--- config.mk ---
export PLATFORM = sky130hd
export DESIGN_NAME = memory_reader
export DESIGN_NICKNAME = d
export VERILOG_FILES = /design/src/rtl/memory_reader.sv
export SDC_FILE = /design/constraint.sdc
export NUM_CORES = 1
export LEC_CHECK = 0
export ABC_AREA = 0
export CAP_MARGIN = 20
export CORE_ASPECT_RATIO = 1.25
export CORE_MARGIN = 5
export CORE_UTILIZATION = 56
export CTS_BUF_LIST = sky130_fd_sc_hd__clkbuf_16
export CTS_CLUSTER_SIZE = 10
export DETAILED_ROUTE_END_ITERATION = 6
export PLACE_DENSITY = 0.81
export SETUP_SLACK_MARGIN = 0.1
export SYNTH_ARGS = -nofsm -noshare
export SYNTH_HDL_FRONTEND = slang
export SYNTH_SLANG_ARGS = --single-unit
--- constraint.sdc ---
create_clock -name C -period 1.9 [get_ports C]
set_input_delay 0.475 -clock C [delete_from_list [all_inputs] [get_ports C]]
set_output_delay 0.475 -clock C [all_outputs]
set_load 0.03 [all_outputs]
--- src/rtl/memory_reader.sv ---
// memory_reader: DFF word array with a bit-serial valid/ready read-out.
// Define MEMORY_READER_PARITY_EN to append an even-parity bit per word.
module memory_reader #(
  parameter int WIDTH = 8,
  parameter int DEPTH = 16,
  parameter int AW    = 4
) (
  input  logic             C,
  input  logic             R,
  input  logic             WE,
  input  logic [AW-1:0]    WA,
  input  logic [WIDTH-1:0] D,
  input  logic             START,
  input  logic [AW-1:0]    SA,
  input  logic [AW-1:0]    LEN,
  input  logic             RDY,
  output logic             Q,
  output logic             _Q,
  output logic             QV,
  output logic             BUSY,
  output logic             DONE
);

  localparam int BW = $clog2(WIDTH);

`ifdef MEMORY_READER_PARITY_EN
  typedef enum logic [1:0] {
    IDLE  = 2'd0,
    SHIFT = 2'd1,
    PAR   = 2'd2,
    FIN   = 2'd3
  } state_t;
`else
  typedef enum logic [1:0] {
    IDLE  = 2'd0,
    SHIFT = 2'd1,
    FIN   = 2'd3
  } state_t;
`endif

  state_t state, state_n;

  logic [WIDTH-1:0] mem [DEPTH];
  logic [WIDTH-1:0] sh;
  logic [AW-1:0]    ptr;
  logic [AW-1:0]    words;
  logic [BW-1:0]    bitcnt;
`ifdef MEMORY_READER_PARITY_EN
  logic             par;
`endif

  logic xfer;
  logic last;
  logic load_start;
  logic load_next;
  logic shift;

  assign xfer = QV & RDY;
  assign last = (bitcnt == BW'(WIDTH - 1));

  // State register; reset aborts any stream without a DONE pulse.
  always_ff @(posedge C) begin
    if (R) state <= IDLE;
    else   state <= state_n;
  end

  // Next state and datapath strobes.
  always_comb begin
    state_n    = state;
    load_start = 1'b0;
    load_next  = 1'b0;
    shift      = 1'b0;
    unique case (state)
      IDLE: begin
        if (START) begin
          load_start = 1'b1;
          state_n    = SHIFT;
        end
      end
      SHIFT: begin
        if (xfer) begin
          shift = 1'b1;
          if (last) begin
`ifdef MEMORY_READER_PARITY_EN
            state_n = PAR;
`else
            if (words != '0) load_next = 1'b1;
            else             state_n   = FIN;
`endif
          end
        end
      end
`ifdef MEMORY_READER_PARITY_EN
      PAR: begin
        if (xfer) begin
          if (words != '0) begin
            load_next = 1'b1;
            state_n   = SHIFT;
          end else begin
            state_n = FIN;
          end
        end
      end
`endif
      FIN:     state_n = IDLE;
      default: state_n = IDLE;
    endcase
  end

  // Storage array and shifter; loads read pre-write contents.
  always_ff @(posedge C) begin
    if (R) begin
      for (int i = 0; i < DEPTH; i++) mem[i] <= '0;
      sh     <= '0;
      ptr    <= '0;
      words  <= '0;
      bitcnt <= '0;
`ifdef MEMORY_READER_PARITY_EN
      par    <= 1'b0;
`endif
    end else begin
      if (WE) mem[WA] <= D;
      if (load_start) begin
        sh     <= mem[SA];
        ptr    <= SA + 1'b1;
        words  <= LEN;
        bitcnt <= '0;
`ifdef MEMORY_READER_PARITY_EN
        par    <= ^mem[SA];
`endif
      end else if (load_next) begin
        sh     <= mem[ptr];
        ptr    <= ptr + 1'b1;
        words  <= words - 1'b1;
        bitcnt <= '0;
`ifdef MEMORY_READER_PARITY_EN
        par    <= ^mem[ptr];
`endif
      end else if (shift) begin
        sh     <= sh >> 1;
        bitcnt <= bitcnt + 1'b1;
      end
    end
  end

  // Serial outputs, forced low outside the streaming states.
  always_comb begin
    Q  = 1'b0;
    QV = 1'b0;
    if (state == SHIFT) begin
      Q  = sh[0];
      QV = 1'b1;
    end
`ifdef MEMORY_READER_PARITY_EN
    if (state == PAR) begin
      Q  = par;
      QV = 1'b1;
    end
`endif
  end

  assign _Q   = ~Q;
  assign BUSY = (state != IDLE);
  assign DONE = (state == FIN);

endmodule
==> reports/results.ini, run 1 <==
[status]
status = completed

[critical_path]
critPathArrivalTime_ns = 2.18
cp_max_fo = 12
startpoint_type = flop
max_stage_delay_ns = 0.55
regToRegEndpoint = sh[0]$_SDFFE_PP0P_
cp-end-kind = flop
crit_type = reg2reg
r2r_slack_ns = 0.02
path_cells = buf_12, mux4_2, mux4_2, nand2_1, a21oi_1
worst-path-buf-inv = 1
rr_worst_depth = 5
crit_path_frequent_cell = mux4_2
critical-path-top-delay-family = multiplexers
crit_required_ns = 2.20
cpMaxStageDelayCell = mux4_2

[power_and_ir_drop]
power_leakage_nw = 3.591
power_density_nw_per_um2 = 833.5
vdd_drop_max_mv = 0.6987
power_w = 0.008238

[synth]
syn-cell-area_um2 = 8249
synth_seq_cells = 153
syn_inst = 617
ys_seq_area_share_pct = 52.66
synth_nets = 646
yosys_warnings = 0
synth_cell_types = 52
syn_avg_cell_area_um2 = 13.37
synthArstFlopShare_pct = 0
synth_edf_count = 128
synth_ff_type = edfxtp_1

[timing]
period_needed_ns = 1.885
max_slew_margin_pct = 75.02
tightest_slew_ns = 0.3643
worst_slack_ns = 0.01530
fmax_ghz = 0.5306
fin_worst_skew_ns = 0.006903
setup_viol = 0
finalCritPeriodShare_pct = 99.19
rsz0062_at_grt = true
final_max_slew_viol_count = 0
finalHoldViolCount = 0

[floorplan]
die_w_um = 118.6
start_util_pct = 57.26
placement_rows = 49
dieArea_um2 = 17270
die_h_um = 145.7
core_um2 = 14410
io_pins = 30

[place]
dp_hpwl_um = 16330
port_buffers = 29
dp_cells = 853
pre_cts_ws_ns = -0.4689
gp_congestion = 0.9709
placed_area_um2 = 9165

[global_routing]
grt-ovfl-total = 0
grt_usage_pct = 26.44
grt_pass1_vias = 6001
grt_antenna_before_repair = 0
grt_first_pass_wirelength_um = 34470
grt_max_degree = 36

[layout]
stdcell_count = 894
multi_input_area_um2 = 3737
register_area_um2 = 4353
nNetsFinal = 732
post-route-util_pct = 68.60
n_antenna_cell = 0
area_growth_pct = 19.81
fin_area_um2 = 9883
fill_cells = 962
drive_above_1_share_pct = 30.73

[worst_hold_path]
min_from = bitcnt[1]$_SDFFE_PP0P_
whs_path_depth = 2
min_path_type = reg2reg
hold_end = bitcnt[1]$_SDFFE_PP0P_

[detailed_routing]
drtAntennaViolNets = 0
vias = 5769
routedWlPerCell_um = 25.08
drt_iter0_markers = 537
via_per_inst = 6.453
wirelength_um = 22420
dr.pass1.iters = 5
drc = 0

[clocking]
cts_max_level = 4
cts_tree = built
clock_latency_ns = 0.43
numCtsBuffers = 17
clk_root_buffer_cell = clkbuf_16
cts_sinks = 153
cts.path.max_buffers = 2
cts.clk_slew.worst_paths_ns = 0.06
holdBufCountCts = 0

[flow_run]
cap_violations = 0

-- layout by cell type (no fill, tap or decap), drive strengths merged, types with 13 or more instances in the layout --
cell,instances
and2,129
edfxtp,128
buf,82
mux4,56
mux2i,30
nand2,29
nor2,29
dfxtp,25
clkdlybuf4s50,21
a21oi,17
clkbuf,17
or2,17
inv,13
-- repair_timing --
action                                  CTS  global route
setup buffers                             5             3
gates cloned                              0             1
pin swaps                                 2            11
resized for setup                        32            24
endpoints found under the setup margin   40            97
-- synthesized netlist by cell type (3+ instances only) --
library cell / count / area share [%]
and3_1: 4 / 0.30
a21oi_1: 17 / 1.0
buf_6: 3 / 0.41
nor2_1: 28 / 1.3
nor3_1: 8 / 0.49
nand2_1: 28 / 1.3
nand3_1: 11 / 0.67
buf_4: 5 / 0.46
a221oi_1: 3 / 0.32
mux2_2: 8 / 1.1
a211oi_1: 10 / 0.91
o21ai_0: 5 / 0.30
inv_1: 7 / 0.32
nand4_1: 3 / 0.23
buf_2: 10 / 0.61
and2_1: 129 / 9.8
dfxtp_1: 25 / 6.1
clkbuf_1: 21 / 0.96
ha_1: 4 / 0.61
o211ai_1: 6 / 0.55
edfxtp_1: 128 / 47
nor2b_1: 5 / 0.38
or2_2: 17 / 1.3
nand2b_1: 5 / 0.38
mux4_1: 9 / 2.9
o221a_2: 5 / 0.68
mux2i_1: 30 / 3.6
mux4_2: 47 / 13
a22oi_1: 6 / 0.55
-- flip-flops by register name, indices dropped and copies added (netlist names), named ones only --
| name | count |
|---|---|
| bitcnt | 3 |
| ptr | 4 |
| state | 2 |
| sh | 8 |
| words | 4 |
| mem | 128 |
-- logic make-up (layout without fill, tap and decap cells) --
| group | after synthesis | in the layout | share of synthesized area, % |
|---|---|---|---|
| simple gates | 248 | 248 | 17.06 |
| flops | 153 | 153 | 52.66 |
| mux | 94 | 94 | 20.43 |
| compound gates | 66 | 66 | 5.840 |
| buf+inv | 49 | 148 | 3.079 |
| fa+ha+maj | 4 | 4 | 0.6067 |
| xor+xnor | 3 | 3 | 0.3186 |
-- stage by stage --
stage | TNS [ns] | hold WS (ns)
2_1_floorplan | 0 | 0.4440
3_3_place_gp | -40.25 | 0.4571
3_5_place_dp | -47.58 | 0.4694
4_1_cts | 0 | 0.4812
5_1_grt | -0.3508 | 0.5131
6_report | 0 | 0.4807
-- worst min-delay path, stage by stage, from the launching register on --
cell,delay [ns]
dfxtp_1,0.31
nand2_1,0.06
a211oi_1,0.06
-- area by class of cell --
| cell class | instances | share of cell area (%) |
|---|---|---|
| Clock inverter | 15 | 1.190 |
| Inverter | 8 | 0.3038 |
| Clock buffer | 17 | 4.304 |
| Multi-Input combinational cell | 415 | 37.81 |
| Tap cell | 178 | 2.253 |
| Sequential cell | 153 | 44.04 |
| Timing Repair Buffer | 108 | 10.09 |
-- metal layers --
metal / part of all wire (%) / wire, µm / global-route usage [%]
met5: 0 / 0 / 0
met4: 5.1 / 1134 / 14.18
met2: 50 / 11310 / 43.39
met1: 36 / 8162 / 32.59
met3: 8.1 / 1811 / 5.871
-- where the power goes --
group / leakage [nW] / total (W) / internal (W) / switching (W)
clock: 0.267 / 0.00309 / 0.00169 / 0.00140
combinational: 1.90 / 0.00114 / 0.000584 / 0.000552
sequential: 1.43 / 0.00401 / 0.00384 / 0.000170
total: 3.59 / 0.00824 / 0.00611 / 0.00213
-- worst max path at each step --
stage	to	slack, ns	startpoint	cells after the start
after global routing	sh[2]$_SDFFE_PP0P_	-0.03	flop	5
final	sh[0]$_SDFFE_PP0P_	0.02	flop	5
after CTS	sh[0]$_SDFFE_PP0P_	0.03	flop	5
after detailed placement	ptr[2]$_SDFFE_PP0P_	-0.47	START	9
after global placement	ptr[2]$_SDFFE_PP0P_	-0.40	START	9
after floorplan	Q	0.01	state[0]$_SDFFE_PP0P_	4
(Power assumes the default switching activity.)
==> inputs of run 2 (changes only) <==
Settings changed: CORE_MARGIN 5 to 8, CORE_UTILIZATION 56 to 40, PLACE_DENSITY 0.81 to 0.62.
==> run 2 against run 1 <==
The run now ends with setup timing left. Cell area grew 2.5%. Sequential power is essentially flat. Count of clock-buffer cells in the layout is the same. Die area grew 48%. Total power grew 4.6%. Final cell count grew 12%. Flip-flop and latch count is the same. Via count shrank 2.4%. Clock skew grew 0.0026 ns. Critical endpoint is now sh[3]$_SDFFE_PP0P_.
==> reports/results.ini, run 2 (same netlist as run 1, synthesis figures left out) <==
[status]
status = finished, violations left  ; was completed
violations = setup timing

[layout]
largest_reg_flops = 128  ; unchanged
area_growth_pct = 22.83  ; was 19.81%
stdcell_count = 1001  ; was 894
mostFrequentLayoutCells = 129 x and2_1, 128 x edfxtp_1, 83 x buf_4  ; was 129 x and2_1, 128 x edfxtp_1, 67 x buf_4
regMostFlops = mem  ; unchanged
drive_above_1_share_pct = 31.60  ; was 30.73%
post-route-util_pct = 50.22  ; was 68.60%
top_regs = mem (128), sh (8)  ; unchanged
nNetsFinal = 747  ; was 732
n_antenna_cell = 0  ; unchanged
layout_commonest_cell = and2_1  ; unchanged

[detailed_routing]
routedWlPerCell_um = 23.69  ; was 25.08 µm
drtAntennaViolNets = 0  ; unchanged
vias = 5631  ; was 5769
wirelength_um = 23720  ; was 22420 µm
dr.pass1.iters = 5  ; unchanged
via_per_inst = 5.625  ; was 6.453
drt_iter0_markers = 537  ; unchanged
drc = 0  ; unchanged

[timing]
finalHoldViolCount = 0  ; unchanged
fin_worst_skew_ns = 0.009488  ; was 0.006903 ns
max_slew_margin_pct = 65.59  ; was 75.02%
hold_slack_ns = 0.4818  ; was 0.4807 ns
setup_viol = 5  ; was 0
period_needed_ns = 1.951  ; was 1.885 ns
finalCritPeriodShare_pct = 102.7  ; was 99.19%
final_max_slew_viol_count = 0  ; unchanged
rsz0062_at_grt = true  ; unchanged
worst_slack_ns = -0.05107  ; was 0.01530 ns
timing.setup.tns_ns = -0.1499  ; was 0 ns
fmax_ghz = 0.5125  ; was 0.5306 GHz
tightest_slew_ns = 0.5154  ; was 0.3643 ns

[floorplan]
core_um2 = 20170  ; was 14410 µm²
die_w_um = 144.4  ; was 118.6 µm
die_h_um = 176.6  ; was 145.7 µm
dieArea_um2 = 25500  ; was 17270 µm²
io_pins = 30  ; unchanged
start_util_pct = 40.89  ; was 57.26%
placement_rows = 58  ; was 49

[clocking]
clock_latency_ns = 0.43  ; about the same
cts_tree = built  ; unchanged
cts.path.max_buffers = 2  ; unchanged
holdBufCountCts = 0  ; unchanged
cts_max_level = 4  ; unchanged
cts.clk_slew.worst_paths_ns = 0.07  ; was 0.06 ns
clk_root_buffer_cell = clkbuf_16  ; unchanged
cts_sinks = 153  ; unchanged
numCtsBuffers = 17  ; unchanged

[place]
dp_cells = 957  ; was 853
dp_hpwl_um = 17410  ; was 16330 µm
port_buffers = 29  ; unchanged
pre_cts_ws_ns = -0.4464  ; was -0.4689 ns
gp_congestion = 0.9876  ; was 0.9709

[power_and_ir_drop]
power_density_nw_per_um2 = 850.0  ; was 833.5 nW/µm²
power_frac_seq_pct = 46.5  ; was 48.6%
switchingPower_w = 0.002194  ; was 0.002127 W
switching_share_pct = 25.47  ; was 25.82%
clkPwrFrac_pct = 39.8  ; was 37.6%
combPwrFrac_pct = 13.7  ; was 13.8%
power_leakage_nw = 3.717  ; was 3.591 nW
intPower_w = 0.006419  ; was 0.006111 W
vdd_drop_max_mv = 0.6207  ; was 0.6987 mV

[global_routing]
met1_usage_pct = 23.42  ; was 32.59%
grt_usage_pct = 19.44  ; was 26.44%
grt_use_met3_pct = 3.351  ; was 5.871%
grt_pass1_vias = 5915  ; was 6001
grt_first_pass_wirelength_um = 36020  ; was 34470 µm
grt_max_degree = 42  ; was 36
grt_busiest_layer = met2  ; unchanged
grt-ovfl-total = 0  ; unchanged
grt_antenna_before_repair = 0  ; unchanged
use_met2_pct = 32.97  ; was 43.39%

[critical_path]
crit_type = reg2reg  ; unchanged
cp-end-kind = flop  ; unchanged
critPathArrivalTime_ns = 2.24  ; was 2.18 ns
cp_max_fo = 8  ; was 12
startpoint_type = flop  ; unchanged
crit_required_ns = 2.19  ; was 2.20 ns

[flow_run]
cap_violations = 0  ; unchanged

[worst_hold_path]
min_path_type = reg2reg  ; unchanged
min_from = bitcnt[2]$_SDFFE_PP0P_  ; was bitcnt[1]$_SDFFE_PP0P_

## run 2: cell count changes in the layout (fill, tap and decap cells not counted), moves of 3 or more
cell	change
dlymetal6s2s_1	+3
buf_4	+16
or2_4	-3
mux4_1	-3
buf_12	-3
mux4_2	+3
clkdlybuf4s50_1	-3
or2_2	+3
## run 2: critical path, cell delays in order, from the launching register on
cell      delay [ns]
dfxtp_4         0.43
buf_12          0.17
buf_6           0.11
mux4_2          0.50
mux2_2          0.27
o211ai_1        0.22
a211oi_1        0.11
## run 2: power by group through the flow
stage | Sequential, W | Clock (W) | Combinational (W)
after floorplan | 0.00396 | 0 | 0.000709
after global placement | 0.00405 | 0 | 0.00109
after detailed placement | 0.00407 | 0 | 0.00111
after CTS | 0.00400 | 0.00346 | 0.00116
after global routing | 0.00402 | 0.00361 | 0.00125
final | 0.00400 | 0.00343 | 0.00118
## run 2: timing repair
| action | CTS | global route |
|---|---|---|
| buffers inserted | 8 | 2 |
| resized for setup | 32 | 19 |
| endpoints found under the setup margin | 45 | 93 |
| endpoints found under the hold margin | 0 | 0 |
| pin swaps | 4 | 9 |
| gates cloned | 2 | 0 |
## run 2: area by class of cell
class / count / area [µm²]
Fill cell: 1772 / 10040
Sequential cell: 153 / 4350
Multi-Input combinational cell: 415 / 3696
Timing Repair Buffer: 123 / 1125
Clock buffer: 17 / 425.4
Tap cell: 270 / 337.8
Clock inverter: 15 / 167.7
Inverter: 8 / 30.03
## run 2: worst paths after layout
kind / cells past startpoint / slack (ns) / endpoint
max: 6 / -0.05 / sh[3]$_SDFFE_PP0P_
min: 2 / 0.48 / bitcnt[2]$_SDFFE_PP0P_
max reg2reg: 6 / -0.05 / sh[3]$_SDFFE_PP0P_
min reg2reg: 2 / 0.48 / bitcnt[2]$_SDFFE_PP0P_
## run 2: metrics by stage
step | instance area, µm² | power (W)
3_3_place_gp | 9345 | 0.005146
3_5_place_dp | 9345 | 0.005173
6_report | 10130 | 0.008613
2_1_floorplan | 8280 | 0.004669
5_1_grt | 10130 | 0.008876
4_1_cts | 10050 | 0.008618
## run 2: layer usage
| layer | part of all wire (%) | wire length (µm) | up-vias |
|---|---|---|---|
| met5 | 0 | 0 | - |
| met4 | 4.2 | 1006 | 0 |
| met2 | 51 | 12080 | 229 |
| met3 | 6.2 | 1479 | 49 |
| li1 | - | - | 2542 |
| met1 | 39 | 9148 | 2811 |
==> inputs of run 3 (changes only) <==
Settings changed: CORE_ASPECT_RATIO 1.25 to unset, CTS_CLUSTER_DIAMETER set to 150, PLACE_DENSITY 0.62 to unset.
==> run 3 against run 2 <==
The run still ends with setup timing left. Sequential power about the same. Clock skew down 0.0012 ns. Die area down 0.11%. Critical path type unchanged. Critical endpoint is now sh[6]$_SDFFE_PP0P_. Highest routed layer unchanged.
==> reports/results.ini, run 3 (same netlist as run 1, synthesis figures left out) <==
[clocking]
cts.clk_slew.worst_paths_ns = 0.07  ; about the same
cts_tree = built  ; unchanged
clock_latency_ns = 0.44  ; was 0.43 ns
numCtsBuffers = 17  ; unchanged
cts_sinks = 153  ; unchanged
cts_max_level = 4  ; unchanged
cts.path.max_buffers = 2  ; unchanged
clk_root_buffer_cell = clkbuf_16  ; unchanged

[timing]
fin_worst_skew_ns = 0.008327  ; was 0.009488 ns
tightest_slew_ns = 0.5187  ; was 0.5154 ns
max_slew_margin_pct = 65.37  ; was 65.59%
finalCritPeriodShare_pct = 102.5  ; was 102.7%
period_needed_ns = 1.947  ; was 1.951 ns
setup_viol = 5  ; unchanged
final_max_slew_viol_count = 0  ; unchanged
rsz0062_at_grt = true  ; unchanged
fmax_ghz = 0.5136  ; was 0.5125 GHz
worst_slack_ns = -0.04708  ; was -0.05107 ns
finalHoldViolCount = 0  ; unchanged

[status]
status = finished, violations left  ; unchanged
violations = setup timing  ; unchanged

[global_routing]
grt_first_pass_wirelength_um = 35920  ; was 36020 µm
grt_usage_pct = 18.84  ; was 19.44%
grt_antenna_before_repair = 0  ; unchanged
grt_pass1_vias = 5811  ; was 5915
grt_max_degree = 42  ; unchanged
grt-ovfl-total = 0  ; unchanged

[layout]
regMostFlops = mem  ; unchanged
mostFrequentLayoutCells = 129 x and2_1, 128 x edfxtp_1, 78 x buf_4  ; was 129 x and2_1, 128 x edfxtp_1, 83 x buf_4
fill_cells = 1749  ; was 1772
multi_input_area_um2 = 3717  ; was 3696 µm²
largest_reg_flops = 128  ; unchanged
fin_area_um2 = 10210  ; was 10130 µm²
top_regs = mem (128), sh (8)  ; unchanged
area_growth_pct = 23.75  ; was 22.83%
drive_above_1_share_pct = 33.61  ; was 31.60%
n_antenna_cell = 0  ; unchanged
register_area_um2 = 4358  ; was 4350 µm²
layout_commonest_cell = and2_1  ; unchanged
nNetsFinal = 748  ; was 747

[critical_path]
max_stage_delay_ns = 0.54  ; was 0.50 ns
crit_required_ns = 2.20  ; was 2.19 ns
r2r_slack_ns = -0.05  ; about the same
cp_max_fo = 5  ; was 8
rr_worst_depth = 6  ; unchanged
crit_type = reg2reg  ; unchanged
crit_path_end = sh[6]$_SDFFE_PP0P_  ; was sh[3]$_SDFFE_PP0P_
cpMaxStageDelayCell = mux4_2  ; unchanged
critPathArrivalTime_ns = 2.25  ; was 2.24 ns
cp-end-kind = flop  ; unchanged
regToRegEndpoint = sh[6]$_SDFFE_PP0P_  ; was sh[3]$_SDFFE_PP0P_
path_cells = buf_6, buf_16, mux4_2, mux2_4, o211ai_1, a211oi_1  ; was buf_12, buf_6, mux4_2, mux2_2, o211ai_1, a211oi_1
startpoint_type = flop  ; unchanged

[place]
port_buffers = 29  ; unchanged
placed_area_um2 = 9390  ; was 9345 µm²
gp_congestion = 0.8917  ; was 0.9876
dp_hpwl_um = 17130  ; was 17410 µm

[power_and_ir_drop]
power_leakage_nw = 3.701  ; was 3.717 nW
power_w = 0.008562  ; was 0.008613 W
power_density_nw_per_um2 = 838.8  ; was 850.0 nW/µm²
vdd_drop_max_mv = 0.4782  ; was 0.6207 mV

[detailed_routing]
wirelength_um = 23780  ; was 23720 µm
routedWlPerCell_um = 23.73  ; was 23.69 µm
dr.pass1.iters = 5  ; unchanged
via_per_inst = 5.690  ; was 5.625
drtAntennaViolNets = 0  ; unchanged
drc = 0  ; unchanged
drt_iter0_markers = 523  ; was 537
vias = 5701  ; was 5631

[floorplan]
placement_rows = 52  ; was 58
core_um2 = 20230  ; was 20170 µm²
die_h_um = 159.6  ; was 176.6 µm
start_util_pct = 40.77  ; was 40.89%
dieArea_um2 = 25470  ; was 25500 µm²
io_pins = 30  ; unchanged
die_w_um = 159.6  ; was 144.4 µm

[flow_run]
cap_violations = 0  ; unchanged

[worst_hold_path]
min_path_type = reg2reg  ; unchanged

-- run 3: cell count changes in the layout (fill, tap and decap cells not counted), sizes merged, moves of 3 or more --
cell	before	now
clkinvlp	0	3
clkinv	7	2
inv	14	18
dlymetal6s2s	4	1
clkdlybuf4s50	18	21
buf	97	100
-- run 3: final cells by class --
class / instances / area share, %
well taps: 270 / 3.309
clock inverters: 15 / 1.483
clock buffers: 17 / 4.167
multi-input cells: 415 / 36.41
flip-flops and latches: 153 / 42.69
inverters: 8 / 0.2942
repair buffers: 124 / 11.64
-- run 3: through the flow --
stage	TNS, ns	instances	hold WS, ns	setup WS (ns)	utilization (%)
floorplan	0	617	0.4440	0.01023	-
global placement	-44.18	958	0.4501	-0.4420	46.41
detailed placement	-51.93	958	0.4632	-0.4839	46.41
CTS	-0.1435	998	0.4733	-0.05630	50.07
global route	-0.4885	1002	0.4939	-0.09882	50.45
finish	-0.1526	1002	0.4731	-0.04708	50.45
-- run 3: worst min path at each step --
| stage | startpoint | end | slack, ns | depth (start not counted) |
|---|---|---|---|---|
| 4_1_cts | START | state[0]$_SDFFE_PP0P_ | 0.47 | 3 |
| 3_5_place_dp | bitcnt[1]$_SDFFE_PP0P_ | bitcnt[1]$_SDFFE_PP0P_ | 0.46 | 2 |
| 2_1_floorplan | bitcnt[1]$_SDFFE_PP0P_ | bitcnt[1]$_SDFFE_PP0P_ | 0.44 | 2 |
| 3_3_place_gp | bitcnt[2]$_SDFFE_PP0P_ | bitcnt[2]$_SDFFE_PP0P_ | 0.45 | 2 |
| 5_1_grt | START | state[0]$_SDFFE_PP0P_ | 0.49 | 3 |
| 6_report | bitcnt[1]$_SDFFE_PP0P_ | bitcnt[1]$_SDFFE_PP0P_ | 0.47 | 2 |
-- run 3: routing by layer --
metal	GRT usage, %	wire (µm)
met5	0	0
met4	7.890	676
met3	3.645	1501
met2	30.68	11650
met1	24.17	9952
-- run 3: critical path: cells and delay by family, from the launching register on --
kind / cells / cell delay, ns
multiplexers: 2 / 0.82
flip-flops: 1 / 0.41
AO/OA/AOI/OAI: 2 / 0.33
buffers and inverters: 2 / 0.25
-- run 3: power breakdown --
group          internal, W  total (W)  switching [W]
Combinational     0.000639    0.00121       0.000569
Sequential         0.00383    0.00401       0.000174
Clock              0.00175    0.00335        0.00159
-- run 3: repair_timing --
item	in CTS	in global routing
endpoints found under the setup margin	37	87
gates cloned	3	1
endpoints found under the hold margin	0	0
buffers inserted	5	4
resized for setup	45	27
pin swaps	2	18
hold buffers	0	0
